[src/rtl/uart_tx_async_if.sv]
// Character/handshake bundle between the UART transmitter and its feeder
// (CPU holding-register writes or TX FIFO read port).
interface uart_tx_async_if;
  logic [7:0] tx_data;
  logic       write_tx_byte;
  logic       fifo_empty;
  logic       fifo_read;
  logic       tx_ready;
  logic       tx_idle;

  modport master (
    output tx_data, write_tx_byte, fifo_empty,
    input  fifo_read, tx_ready, tx_idle
  );

  modport slave (
    input  tx_data, write_tx_byte, fifo_empty,
    output fifo_read, tx_ready, tx_idle
  );
endinterface

[src/rtl/uart_tx_async.sv]
// UART transmitter: 7/8 data bits, optional odd/even parity, one stop bit,
// each bit lasting 16 pulses of the 16x baud_clock enable.
module uart_tx_async #(
  parameter bit TX_FIFO = 1'b0
) (
  input  logic             clk,
  input  logic             reset,
  input  logic             baud_clock,
  input  logic             bit8,
  input  logic             parity_en,
  input  logic             odd_n_even,
  uart_tx_async_if.slave   bus,
  output logic             tx
);

  typedef enum logic [2:0] {
    ST_IDLE   = 3'd0,
    ST_START  = 3'd1,
    ST_DATA   = 3'd2,
    ST_PARITY = 3'd3,
    ST_STOP   = 3'd4
  } state_e;

  state_e     state_q, state_d;
  logic [3:0] cnt_q, cnt_d;
  logic [2:0] bit_cnt_q, bit_cnt_d;
  logic [7:0] hold_q, hold_d;
  logic [7:0] shift_q, shift_d;
  logic       hold_full_q, hold_full_d;
  logic       parity_q, parity_d;
  logic       tx_q, tx_d;
  logic       fmt_bit8_q, fmt_bit8_d;
  logic       fmt_par_q, fmt_par_d;
  logic       fmt_odd_q, fmt_odd_d;
  logic       fifo_read_q, fifo_read_d;
  logic       rd_wait_q, rd_wait_d;
  logic       bit_end_s, last_bit_s, xfer_s, load_s;

  function automatic logic parity_bit(input logic acc, input logic odd);
    return acc ^ odd;
  endfunction

  // Bit timing and frame sequencing; xfer_s moves the held character to the shifter.
  always_comb begin
    state_d    = state_q;
    bit_cnt_d  = bit_cnt_q;
    shift_d    = shift_q;
    parity_d   = parity_q;
    tx_d       = tx_q;
    fmt_bit8_d = fmt_bit8_q;
    fmt_par_d  = fmt_par_q;
    fmt_odd_d  = fmt_odd_q;
    last_bit_s = 1'b0;
    bit_end_s  = baud_clock & (cnt_q == 4'd15);
    xfer_s     = baud_clock & hold_full_q &
                 ((state_q == ST_IDLE) | ((state_q == ST_STOP) & (cnt_q == 4'd15)));
    if (state_q == ST_IDLE) begin
      cnt_d = 4'd0;
    end else if (baud_clock) begin
      cnt_d = cnt_q + 4'd1;
    end else begin
      cnt_d = cnt_q;
    end

    case (state_q)
      ST_IDLE: begin
        if (xfer_s) begin
          shift_d    = hold_q;
          fmt_bit8_d = bit8;
          fmt_par_d  = parity_en;
          fmt_odd_d  = odd_n_even;
          parity_d   = 1'b0;
          bit_cnt_d  = 3'd0;
          tx_d       = 1'b0;
          state_d    = ST_START;
        end else begin
          tx_d = 1'b1;
        end
      end
      ST_START: begin
        if (bit_end_s) begin
          tx_d      = shift_q[0];
          parity_d  = shift_q[0];
          shift_d   = {1'b0, shift_q[7:1]};
          bit_cnt_d = 3'd0;
          state_d   = ST_DATA;
        end else begin
          state_d = ST_START;
        end
      end
      ST_DATA: begin
        last_bit_s = fmt_bit8_q ? (bit_cnt_q == 3'd7) : (bit_cnt_q == 3'd6);
        if (bit_end_s && last_bit_s && fmt_par_q) begin
          tx_d    = parity_bit(parity_q, fmt_odd_q);
          state_d = ST_PARITY;
        end else if (bit_end_s && last_bit_s) begin
          tx_d    = 1'b1;
          state_d = ST_STOP;
        end else if (bit_end_s) begin
          tx_d      = shift_q[0];
          parity_d  = parity_q ^ shift_q[0];
          shift_d   = {1'b0, shift_q[7:1]};
          bit_cnt_d = bit_cnt_q + 3'd1;
        end else begin
          state_d = ST_DATA;
        end
      end
      ST_PARITY: begin
        if (bit_end_s) begin
          tx_d    = 1'b1;
          state_d = ST_STOP;
        end else begin
          state_d = ST_PARITY;
        end
      end
      ST_STOP: begin
        if (xfer_s) begin
          shift_d    = hold_q;
          fmt_bit8_d = bit8;
          fmt_par_d  = parity_en;
          fmt_odd_d  = odd_n_even;
          parity_d   = 1'b0;
          bit_cnt_d  = 3'd0;
          tx_d       = 1'b0;
          state_d    = ST_START;
        end else if (bit_end_s) begin
          tx_d    = 1'b1;
          state_d = ST_IDLE;
        end else begin
          tx_d = 1'b1;
        end
      end
      default: begin
        tx_d    = 1'b1;
        state_d = ST_IDLE;
      end
    endcase
  end

  // Holding register fill: a same-edge load wins over the transfer so no byte is lost.
  always_comb begin
    hold_d      = hold_q;
    fifo_read_d = 1'b0;
    rd_wait_d   = 1'b0;
    load_s      = 1'b0;
    if (TX_FIFO) begin
      fifo_read_d = ~hold_full_q & ~bus.fifo_empty & ~fifo_read_q & ~rd_wait_q;
      rd_wait_d   = fifo_read_q;
      load_s      = rd_wait_q;
    end else begin
      load_s = bus.write_tx_byte & (~hold_full_q | xfer_s);
    end
    if (load_s) begin
      hold_d      = bus.tx_data;
      hold_full_d = 1'b1;
    end else if (xfer_s) begin
      hold_full_d = 1'b0;
    end else begin
      hold_full_d = hold_full_q;
    end
  end

  // State register; reset drives the line idle and discards the held character.
  always_ff @(posedge clk or posedge reset) begin
    if (reset) begin
      state_q     <= ST_IDLE;
      cnt_q       <= 4'd0;
      bit_cnt_q   <= 3'd0;
      hold_q      <= 8'h00;
      shift_q     <= 8'h00;
      hold_full_q <= 1'b0;
      parity_q    <= 1'b0;
      tx_q        <= 1'b1;
      fmt_bit8_q  <= 1'b0;
      fmt_par_q   <= 1'b0;
      fmt_odd_q   <= 1'b0;
      fifo_read_q <= 1'b0;
      rd_wait_q   <= 1'b0;
    end else begin
      state_q     <= state_d;
      cnt_q       <= cnt_d;
      bit_cnt_q   <= bit_cnt_d;
      hold_q      <= hold_d;
      shift_q     <= shift_d;
      hold_full_q <= hold_full_d;
      parity_q    <= parity_d;
      tx_q        <= tx_d;
      fmt_bit8_q  <= fmt_bit8_d;
      fmt_par_q   <= fmt_par_d;
      fmt_odd_q   <= fmt_odd_d;
      fifo_read_q <= fifo_read_d;
      rd_wait_q   <= rd_wait_d;
    end
  end

  assign tx            = tx_q;
  assign bus.tx_ready  = ~hold_full_q;
  assign bus.tx_idle   = (state_q == ST_IDLE) & ~hold_full_q;
  assign bus.fifo_read = fifo_read_q;

endmodule

[src/flat_wrapper.sv]
// flat-port wrapper written by rule: the top's interface ports become plain ports
module uart_tx_async_flat 
#(
  parameter bit TX_FIFO = 1'b0
)
  (clk, reset, baud_clock, bit8, parity_en, odd_n_even, tx, bus_tx_data, bus_write_tx_byte, bus_fifo_empty, bus_fifo_read, bus_tx_ready, bus_tx_idle);
  uart_tx_async_if bus_i ();
  input  logic clk;
  input  logic reset;
  input  logic baud_clock;
  input  logic bit8;
  input  logic parity_en;
  input  logic odd_n_even;
  output logic tx;
  input wire logic [$bits(bus_i.tx_data)-1:0] bus_tx_data;
  input wire logic [$bits(bus_i.write_tx_byte)-1:0] bus_write_tx_byte;
  input wire logic [$bits(bus_i.fifo_empty)-1:0] bus_fifo_empty;
  output wire logic [$bits(bus_i.fifo_read)-1:0] bus_fifo_read;
  output wire logic [$bits(bus_i.tx_ready)-1:0] bus_tx_ready;
  output wire logic [$bits(bus_i.tx_idle)-1:0] bus_tx_idle;
  assign bus_i.tx_data = bus_tx_data;
  assign bus_i.write_tx_byte = bus_write_tx_byte;
  assign bus_i.fifo_empty = bus_fifo_empty;
  assign bus_fifo_read = bus_i.fifo_read;
  assign bus_tx_ready = bus_i.tx_ready;
  assign bus_tx_idle = bus_i.tx_idle;
  uart_tx_async #(.TX_FIFO(TX_FIFO)) u_core (.clk(clk), .reset(reset), .baud_clock(baud_clock), .bit8(bit8), .parity_en(parity_en), .odd_n_even(odd_n_even), .bus(bus_i), .tx(tx));
endmodule
[config.mk]
export PLATFORM = sky130hd
export DESIGN_NAME = uart_tx_async_flat
export DESIGN_NICKNAME = d
export VERILOG_FILES = /design/src/rtl/uart_tx_async_if.sv /design/src/rtl/uart_tx_async.sv /design/src/flat_wrapper.sv
export SDC_FILE = /design/constraint.sdc
export NUM_CORES = 1
export LEC_CHECK = 0
export BUFFER_PORTS_ARGS = -buffer_cell sky130_fd_sc_hd__buf_2
export CAP_MARGIN = 20
export CORE_MARGIN = 5
export CORE_UTILIZATION = 45
export CTS_CLUSTER_DIAMETER = 150
export DETAILED_ROUTE_END_ITERATION = 7
export MAX_ROUTING_LAYER = met4
export PLACE_DENSITY_LB_ADDON = 0.05
export REMOVE_ABC_BUFFERS = 1
export SYNTH_ARGS = -nofsm -noshare
export SYNTH_HDL_FRONTEND = slang
export SYNTH_SLANG_ARGS = --single-unit
[constraint.sdc]
create_clock -name clk -period 2.25 [get_ports clk]
set_input_delay 0 -clock clk [delete_from_list [all_inputs] [get_ports clk]]
set_output_delay 0 -clock clk [all_outputs]
set_load 0.005 [all_outputs]
==> results of run 1 <==
power breakdown:
part           total (mW)  switching (mW)  internal (mW)  leakage, nW
registers            1.02           0.212          0.810        0.399
logic               0.784           0.339          0.444        0.459
clock network       0.455           0.206          0.248       0.0445
area by class of cell:
class | count | area (um^2) | area share (%)
multi-input combinational | 110 | 815 | 40.0
tap | 48 | 60.1 | 2.95
clock inverter | 1 | 7.51 | 0.369
inverter | 3 | 11.3 | 0.554
timing repair buffer | 35 | 253 | 12.4
sequential | 32 | 802 | 39.4
clock buffer | 7 | 86.3 | 4.24
cells by family after synthesis:
logic type	share of synthesized area, %
simple gates	18.1
compound gates	12.1
flops	47.6
mux	13.9
buf+inv	4.01
xor+xnor	2.60
fa+ha+maj	1.49
other cells	0.223
placed cells by master (no fill, tap or decap), drive strengths merged, types with 2 or more instances in the layout:
cell type	count
a21oi	3
a31oi	2
and2	3
buf	22
clkbuf	7
dfrtp	31
dlygate4sd3	13
ha	2
inv	3
mux2	11
mux2i	8
nand2	18
nand2b	4
nand3	2
nand4	5
nor2	9
o21ai	20
xnor2	3
xor2	2
worst reg2reg max path, stage by stage, from the launching register on:
cell and delay, ps:
dfrtp_1 390, ha_1 270, nand4_2 230, o31ai_1 260
nand4_1 310, buf_4 290, nand2_1 70, o21ai_1 60
worst paths after layout:
kind,startpoint,end,slack [ps],depth (start not counted)
max,u_core.cnt_q[0],u_core.shift_q[1],250,7
min,baud_clock,u_core.cnt_q[0],130,3
max reg2reg,u_core.cnt_q[0],u_core.shift_q[1],250,7
min reg2reg,u_core.shift_q[2],u_core.shift_q[2],490,2
max in group asynchronous,reset,u_core.tx,1580,4
min in group asynchronous,reset,u_core.cnt_q[0],340,4
through the flow:
| step | setup WS, ps | util [%] | std cells | power, mW |
|---|---|---|---|---|
| floorplan | 229 | - | 145 | 1.58 |
| global placement | 325 | 49.8 | 215 | 1.77 |
| detailed placement | 281 | 49.8 | 215 | 1.81 |
| CTS | 249 | 56.0 | 236 | 2.29 |
| global route | 62.6 | 56.0 | 236 | 2.43 |
| finish | 253 | 56.0 | 236 | 2.26 |
metal layers:
metal / up-vias / part of all wire, % / track usage, %
li1: 610 / - / -
met1: 586 / 47 / 19.5
met2: 20 / 49 / 25.2
met3: 4 / 3.7 / 4.26
met4: 0 / 0.83 / 3.97
met5: - / 0 / -
what timing repair did:
action | 4_1_cts | 5_1_grt
endpoints found under the hold margin | 43 | 0
gates resized for setup | 0 | 0
hold buffers | 13 | 0
registers in the layout, summed over array words and instances (netlist names):
signal and count:
u_core.hold_q 8, u_core.shift_q 8, u_core.cnt_q 4, u_core.bit_cnt_q 3, u_core.state_q 3, u_core.fmt_bit8_q 1
u_core.fmt_odd_q 1, u_core.fmt_par_q 1, u_core.hold_full_q 1, u_core.parity_q 1, u_core.tx 1
==> results by group, run 1 <==
Status
  • Status: finished clean

Flow run
  • Max Cap Viol: 0

Clock network
  • CTS Buf Count: 5
  • Clk pin slew, worst setup/hold paths: 70 ps
  • Buffers inserted by post-CTS timing repair: 0
  • CTS Sinks: 32
  • Worst-skew pair later-pin latency: 280 ps
  • H-tree Lvls: 2
  • Clock root cell: clkbuf_8
  • Clock buffer depth: 2
  • TritonCTS clock tree: built

Synth
  • Largest cells by area after synthesis: dfrtp_1, mux2_4, mux2i_1, nand2_1, o21ai_0
  • Sequential share of the synthesized area: 47.6%
  • Mapped Avg Cell Area: 10.9 um^2
  • Synth Flop Type: dfrtp_1
  • Synth top area share: 46.1%
  • Cell taking the most area after synthesis: dfrtp_1
  • Number of enable flip-flop cells after synthesis: 0
  • Synthesized flop and latch total: 32
  • Warnings, synthesis: 0
  • Most frequent cell after synthesis: dfrtp_1
  • Cell count after synthesis: 154
  • Top cells by count, synth: dfrtp_1, nand2_1, o21ai_0, o21ai_1
  • Synth async-reset ratio: 100%
  • Post-synthesis cell area: 1680 um^2
  • Yosys cell types: 46

Timing
  • Max Slew Vio Count: 0
  • Setup violators final: 0
  • Fmax: 0.501 GHz
  • Slew margin rel.: 66.1%
  • Crit path time final: 2000 ps
  • RSZ-0062 raised after global routing: no
  • Hold Fails Final Rpt: 0
  • Period utilization: 88.7%
  • Slew @ Worst Pin: 509 ps
  • Fin Clk Skew: 5.09 ps
  • Final setup TNS: 0 ps
  • Hold_ws: 133 ps

Worst setup path
  • Cell chain of the critical path: ha_1, nand4_2, o31ai_1, nand4_1, buf_4, nand2_1, o21ai_1
  • Crit path capture type: flip-flop
  • Nature of the critical path startpoint: flip-flop
  • WP buf/inv: 1
  • CP max-delay cell: dfrtp_1
  • Setup CP Type: reg2reg
  • Worst endpoint required time: 2410 ps
  • Max stage delay on crit path: 390 ps
  • Worst-path maximum fanout: 12
  • CP top delay family: simple AND/OR/NAND/NOR gates
  • WP data arrival: 2160 ps

Global route
  • Largest net degree at the start of global routing: 33
  • GRT overflow: 0
  • Initial antenna violation count: 0
  • Vias in the first global route: 1,326
  • All-Layer GR Usage: 15.7%
  • First-pass GRT wire length: 6150 um

Route
  • Total vias in the final route: 1,220
  • Detail Route Antenna Nets: 0
  • Post-route DRC: 0
  • DRT Pass-1 Iters: 4
  • First DRT Iteration DRCs: 110
  • Via density: 5.17
  • Routed WL per cell: 14.3 um
  • Post-Route WL: 3360 um

Layout
  • Fillers: 323
  • Area Growth Syn to Fin: 20.8%
  • Layout Nets: 205
  • Layout cells sized above 1: 25.5%
  • Design area: 2030 um^2
  • Antenna cells: 0

Pwr
  • Pwr Density: 1110 nW/um^2
  • Pleak: 0.902 nW
  • Peak VDD IR: 0.000641 V

Floorplanning
  • # rows: 22
  • Die width: 71.2 um
  • Starting density of the core: 46.3%
  • Core box area: 3630 um^2
  • Die H: 71.2 um
  • DIE AREA: 5070 um^2
  • Num ports: 20

Hold path
  • Min-Delay Path Class: in2reg

Placed design
  • Placement Cell Area: 1810 um^2
  • Port bufs: 17
  • Post-detailed-placement half-perimeter wirelength: 2400 um
  • Routability-driven placement congestion ratio: 0.786
Power figures use the tool's default switching activity.
==> inputs of run 2 (changes only) <==
GPL_TIMING_DRIVEN = 0   (was default)
==> results by group, run 2 (synthesis results as in run 1) <==
Pwr
  • Gate power share: 35.1%
  • Sw frac: 34.1%
  • Pleak: 0.904 nW
  • Peak VDD IR: 0.000605 V
  • Total power: 2.30 mW
  • Clk pwr share: 20.2%
  • Psw: 783 uW
  • Pwr Density: 1120 nW/um^2
  • Internal power: 1.51 mW
  • Seq pwr share: 44.7%

Worst setup path
  • Setup CP Type: reg2reg
  • WP buf/inv: 1
  • Worst endpoint required time: 2420 ps
  • CP top delay family: compound AO/OA/AOI/OAI gates
  • Nature of the critical path startpoint: flip-flop
  • Crit path capture type: flip-flop
  • Cell chain of the critical path: ha_1, nand4_2, o31ai_1, nand4_1, buf_4, o21ai_0, o21ai_0
  • Worst path depth: 7
  • CP max-delay cell: dfrtp_1
  • Cell mode on critical path: o21ai_0
  • Max stage delay on crit path: 380 ps
  • R2R cell count: 7
  • WP data arrival: 2100 ps
  • Worst-path maximum fanout: 7
  • Reg2Reg Setup Slack: 320 ps

Timing
  • Setup ws final: 321 ps
  • Final setup TNS: 0 ps
  • Slew @ Worst Pin: 586 ps
  • Period utilization: 85.7%
  • Crit path time final: 1930 ps
  • RSZ-0062 raised after global routing: no
  • Fmax: 0.519 GHz
  • Max Slew Vio Count: 0
  • Setup violators final: 0
  • Fin Clk Skew: 6.53 ps
  • Slew margin rel.: 60.9%
  • Hold Fails Final Rpt: 0

Route
  • Total vias in the final route: 1,249
  • Met2 routed WL: 1740 um
  • Detail Route Antenna Nets: 0
  • Routed wl met3: 121 um
  • First DRT Iteration DRCs: 66
  • Post-Route WL: 3470 um
  • Routed WL per cell: 14.7 um
  • Via density: 5.29
  • Top sig layer: met4
  • DRT Pass-1 Iters: 4
  • Post-route DRC: 0
  • Routed length on met1: 1580 um

Status
  • Status: finished clean

Layout
  • Post-route insts no fill: 236
  • Area of the multi-input gates: 821 um^2
  • Commonest non-fill, non-tap cell in the layout: dfrtp_1
  • FF/Latch Area: 802 um^2
  • Fillers: 344
  • Layout cells sized above 1: 25.0%
  • Final core occ: 56.5%
  • Area Growth Syn to Fin: 21.9%
  • Largest regs: u_core.hold_q: 8 flops, u_core.shift_q: 8 flops, u_core.cnt_q: 4 flops
  • Layout Nets: 205
  • Antenna cells: 0
  • Most frequent cells in the layout: dfrtp_1, nand2_1, buf_2

Placed design
  • Port bufs: 17
  • Place WS: -241 ps
  • Post-detailed-placement half-perimeter wirelength: 2270 um
  • DP Cell Count: 211
  • Routability-driven placement congestion ratio: 0.749

Clock network
  • Clock buffer depth: 2
  • Clk pin slew, worst setup/hold paths: 70 ps
  • CTS resizes: 0
  • CTS Sinks: 32
  • TritonCTS clock tree: built
  • Clock root cell: clkbuf_8
  • H-tree Lvls: 2
  • Worst-skew pair later-pin latency: 290 ps
  • CTS Buf Count: 5

Global route
  • Initial antenna violation count: 0
  • First-pass GRT wire length: 6120 um
  • Largest net degree at the start of global routing: 21
  • All-Layer GR Usage: 15.9%
  • Vias in the first global route: 1,293
  • GRT overflow: 0

Flow run
  • Max Cap Viol: 0

Floorplanning
  • # rows: 22
  • DIE AREA: 5070 um^2
  • Starting density of the core: 46.3%
  • Core box area: 3630 um^2
  • Num ports: 20
  • Die width: 71.2 um
  • Die H: 71.2 um

Hold path
  • Min-Delay Path Depth: 3
  • Min-Delay Path Class: in2reg
==> run 2: cell count changes in the layout (fill, tap and decap cells not counted) <==
cell and change:
buf_16 +1, nand4_1 +1, buf_4 -2
==> run 2: area by class of cell <==
type,count,area share (%)
inverter,3,0.548
multi-input combinational,111,40.0
timing repair buffer,34,12.9
clock buffer,7,4.20
tap,48,2.93
sequential,32,39.1
clock inverter,1,0.366
==> run 2: power by group through the flow <==
stage | registers, mW | logic, mW | clock network [mW]
global route | 1.05 | 0.916 | 0.501
CTS | 1.02 | 0.810 | 0.476
detailed placement | 1.03 | 0.745 | 0
finish | 1.03 | 0.807 | 0.464
global placement | 1.02 | 0.722 | 0
floorplan | 0.971 | 0.614 | 0
==> run 2: routing by layer <==
layer | global-route usage, % | vias to the layer above
met5 | - | -
met4 | 5.01 | 0
met1 | 19.9 | 612
li1 | - | 612
met2 | 24.9 | 21
met3 | 4.26 | 4
==> run 2: metrics by stage <==
stage	hold slack, ps	instance area (um^2)
after floorplan	108	1630
after global placement	231	1770
after detailed placement	88.4	1800
after CTS	111	2050
after global routing	125	2050
final	123	2050
==> run 2: worst paths after layout <==
kind / to / from
setup reg to reg: u_core.parity_q / u_core.cnt_q[0]
hold / removal: u_core.cnt_q[0] / baud_clock
min in group asynchronous: u_core.hold_q[0] / reset
max in group asynchronous: u_core.tx / reset
hold reg to reg: u_core.shift_q[7] / u_core.shift_q[7]
setup / recovery: u_core.parity_q / u_core.cnt_q[0]
==> run 2: what timing repair did <==
item                                   CTS  global route
endpoints found under the hold margin   24             0
hold buffers                            13             0
setup endpoints to repair               12            10
setup buffers                            2             1
cloned                                   1             0
pin swaps                                1             1
==> run 2: worst min-delay path, cell delays in order <==
cell and delay (ps):
buf_2 170, xnor2_1 160, nor2_1 40
==> inputs of run 3 (changes only) <==
BUFFER_PORTS_ARGS = -buffer_cell sky130_fd_sc_hd__buf_4   (was -buffer_cell sky130_fd_sc_hd__buf_2)
==> results by group, run 3 (synthesis results as in run 1) <==
Status
  • Status: finished clean

Layout
  • FF/Latch Area: 802 um^2
  • Post-route insts no fill: 235
  • Area Growth Syn to Fin: 23.6%
  • Layout Nets: 204
  • Largest regs: u_core.hold_q: 8 flops, u_core.shift_q: 8 flops, u_core.cnt_q: 4 flops
  • Antenna cells: 0
  • Final core occ: 57.3%
  • Fillers: 326
  • Area of the multi-input gates: 821 um^2
  • Commonest non-fill, non-tap cell in the layout: dfrtp_1
  • Layout cells sized above 1: 25.1%
  • Most frequent cells in the layout: dfrtp_1, buf_4, nand2_1

Clock network
  • CTS Buf Count: 5
  • CTS resizes: 0
  • Clk pin slew, worst setup/hold paths: 70 ps
  • CTS Sinks: 32
  • Clock buffer depth: 2
  • Worst-skew pair later-pin latency: 280 ps
  • Clock root cell: clkbuf_8
  • TritonCTS clock tree: built
  • H-tree Lvls: 2

Global route
  • Initial antenna violation count: 0
  • Largest net degree at the start of global routing: 21
  • Vias in the first global route: 1,282
  • First-pass GRT wire length: 6300 um
  • All-Layer GR Usage: 16.7%
  • GRT overflow: 0

Timing
  • Setup violators final: 0
  • Setup ws final: 293 ps
  • Hold Fails Final Rpt: 0
  • Final setup TNS: 0 ps
  • Period utilization: 87.0%
  • Slew @ Worst Pin: 596 ps
  • Fin Clk Skew: 7.98 ps
  • Crit path time final: 1960 ps
  • Fmax: 0.511 GHz
  • RSZ-0062 raised after global routing: no
  • Slew margin rel.: 60.2%
  • Max Slew Vio Count: 0

Route
  • Routed WL per cell: 15.3 um
  • Total vias in the final route: 1,267
  • Post-route DRC: 0
  • Post-Route WL: 3600 um
  • Detail Route Antenna Nets: 0
  • First DRT Iteration DRCs: 97
  • Via density: 5.39
  • DRT Pass-1 Iters: 4

Placed design
  • DP Cell Count: 211
  • Routability-driven placement congestion ratio: 0.767
  • Port bufs: 17
  • Place WS: -238 ps
  • Post-detailed-placement half-perimeter wirelength: 2400 um

Worst setup path
  • Crit path capture type: flip-flop
  • Worst endpoint required time: 2420 ps
  • WP data arrival: 2120 ps
  • Nature of the critical path startpoint: flip-flop
  • Setup CP Type: reg2reg
  • Worst-path maximum fanout: 12

Pwr
  • Pleak: 0.917 nW
  • Peak VDD IR: 0.000526 V
  • Pwr Density: 1090 nW/um^2
  • Total power: 2.28 mW

Floorplanning
  • Num ports: 20
  • DIE AREA: 5070 um^2
  • Die H: 71.2 um
  • Starting density of the core: 46.3%
  • # rows: 22
  • Die width: 71.2 um
  • Core box area: 3630 um^2

Hold path
  • Min-Delay Path Class: in2reg

Flow run
  • Max Cap Viol: 0
[run 3: cell types whose count changed in the layout (fill, tap and decap cells not counted)]
cell	previous run	this run
clkbuf_1	1	0
clkinv_4	0	1
buf_4	3	19
buf_2	17	0
clkbuf_8	6	5
clkinvlp_4	1	0
clkinv_2	0	2
[run 3: report_power, final]
| part | internal [mW] | switching (mW) | total, mW |
|---|---|---|---|
| Sequential | 0.810 | 0.216 | 1.03 |
| Combinational | 0.460 | 0.362 | 0.822 |
| Clock | 0.215 | 0.214 | 0.429 |
| Total | 1.49 | 0.792 | 2.28 |
[run 3: routing by layer]
metal / vias up / GRT usage (%) / routed length (um)
met5: - / - / 0
met4: 0 / 6.26 / 23
met3: 2 / 5.68 / 122
met2: 18 / 24.8 / 1840
met1: 632 / 20.9 / 1620
li1: 615 / - / -
[run 3: layout make-up]
class	count	area share [%]
Clock buffer	5	3.31
Clock inverter	3	0.901
Inverter	3	0.541
Multi-Input combinational cell	111	39.4
Sequential cell	32	38.5
Tap cell	48	2.88
Timing Repair Buffer	33	14.4
[run 3: worst paths after layout]
path                              startpoint                end  slack (ps)  cells after the start
setup reg to reg             u_core.cnt_q[0]    u_core.parity_q         290                      7
hold / removal                    baud_clock    u_core.cnt_q[0]          90                      3
max in group asynchronous              reset          u_core.tx        1320                      4
hold reg to reg            u_core.shift_q[7]  u_core.shift_q[7]         500                      2
min in group asynchronous              reset   u_core.hold_q[5]         340                      3
setup / recovery             u_core.cnt_q[0]    u_core.parity_q         290                      7
[run 3: what timing repair did]
| item | 4_1_cts | 5_1_grt |
|---|---|---|
| pin swaps | 1 | 1 |
| setup endpoints to repair | 12 | 10 |
| gates cloned | 1 | 0 |
| hold buffers | 13 | 0 |
| endpoints found under the hold margin | 24 | 0 |
| setup buffers | 1 | 1 |
[run 3: per-stage QoR]
stage	area (um^2)	hold slack, ps
floorplan	1630	108
global placement	1820	225
detailed placement	1840	114
CTS	2070	79.8
global route	2080	85.2
finish	2080	87.0
[run 3: worst max-delay path: stages (launching register included)]
cell,delay (ps)
dfrtp_1,380
ha_1,260
nand4_2,230
o31ai_1,400
nand4_1,130
buf_4,210
o21ai_0,150
o21ai_0,100
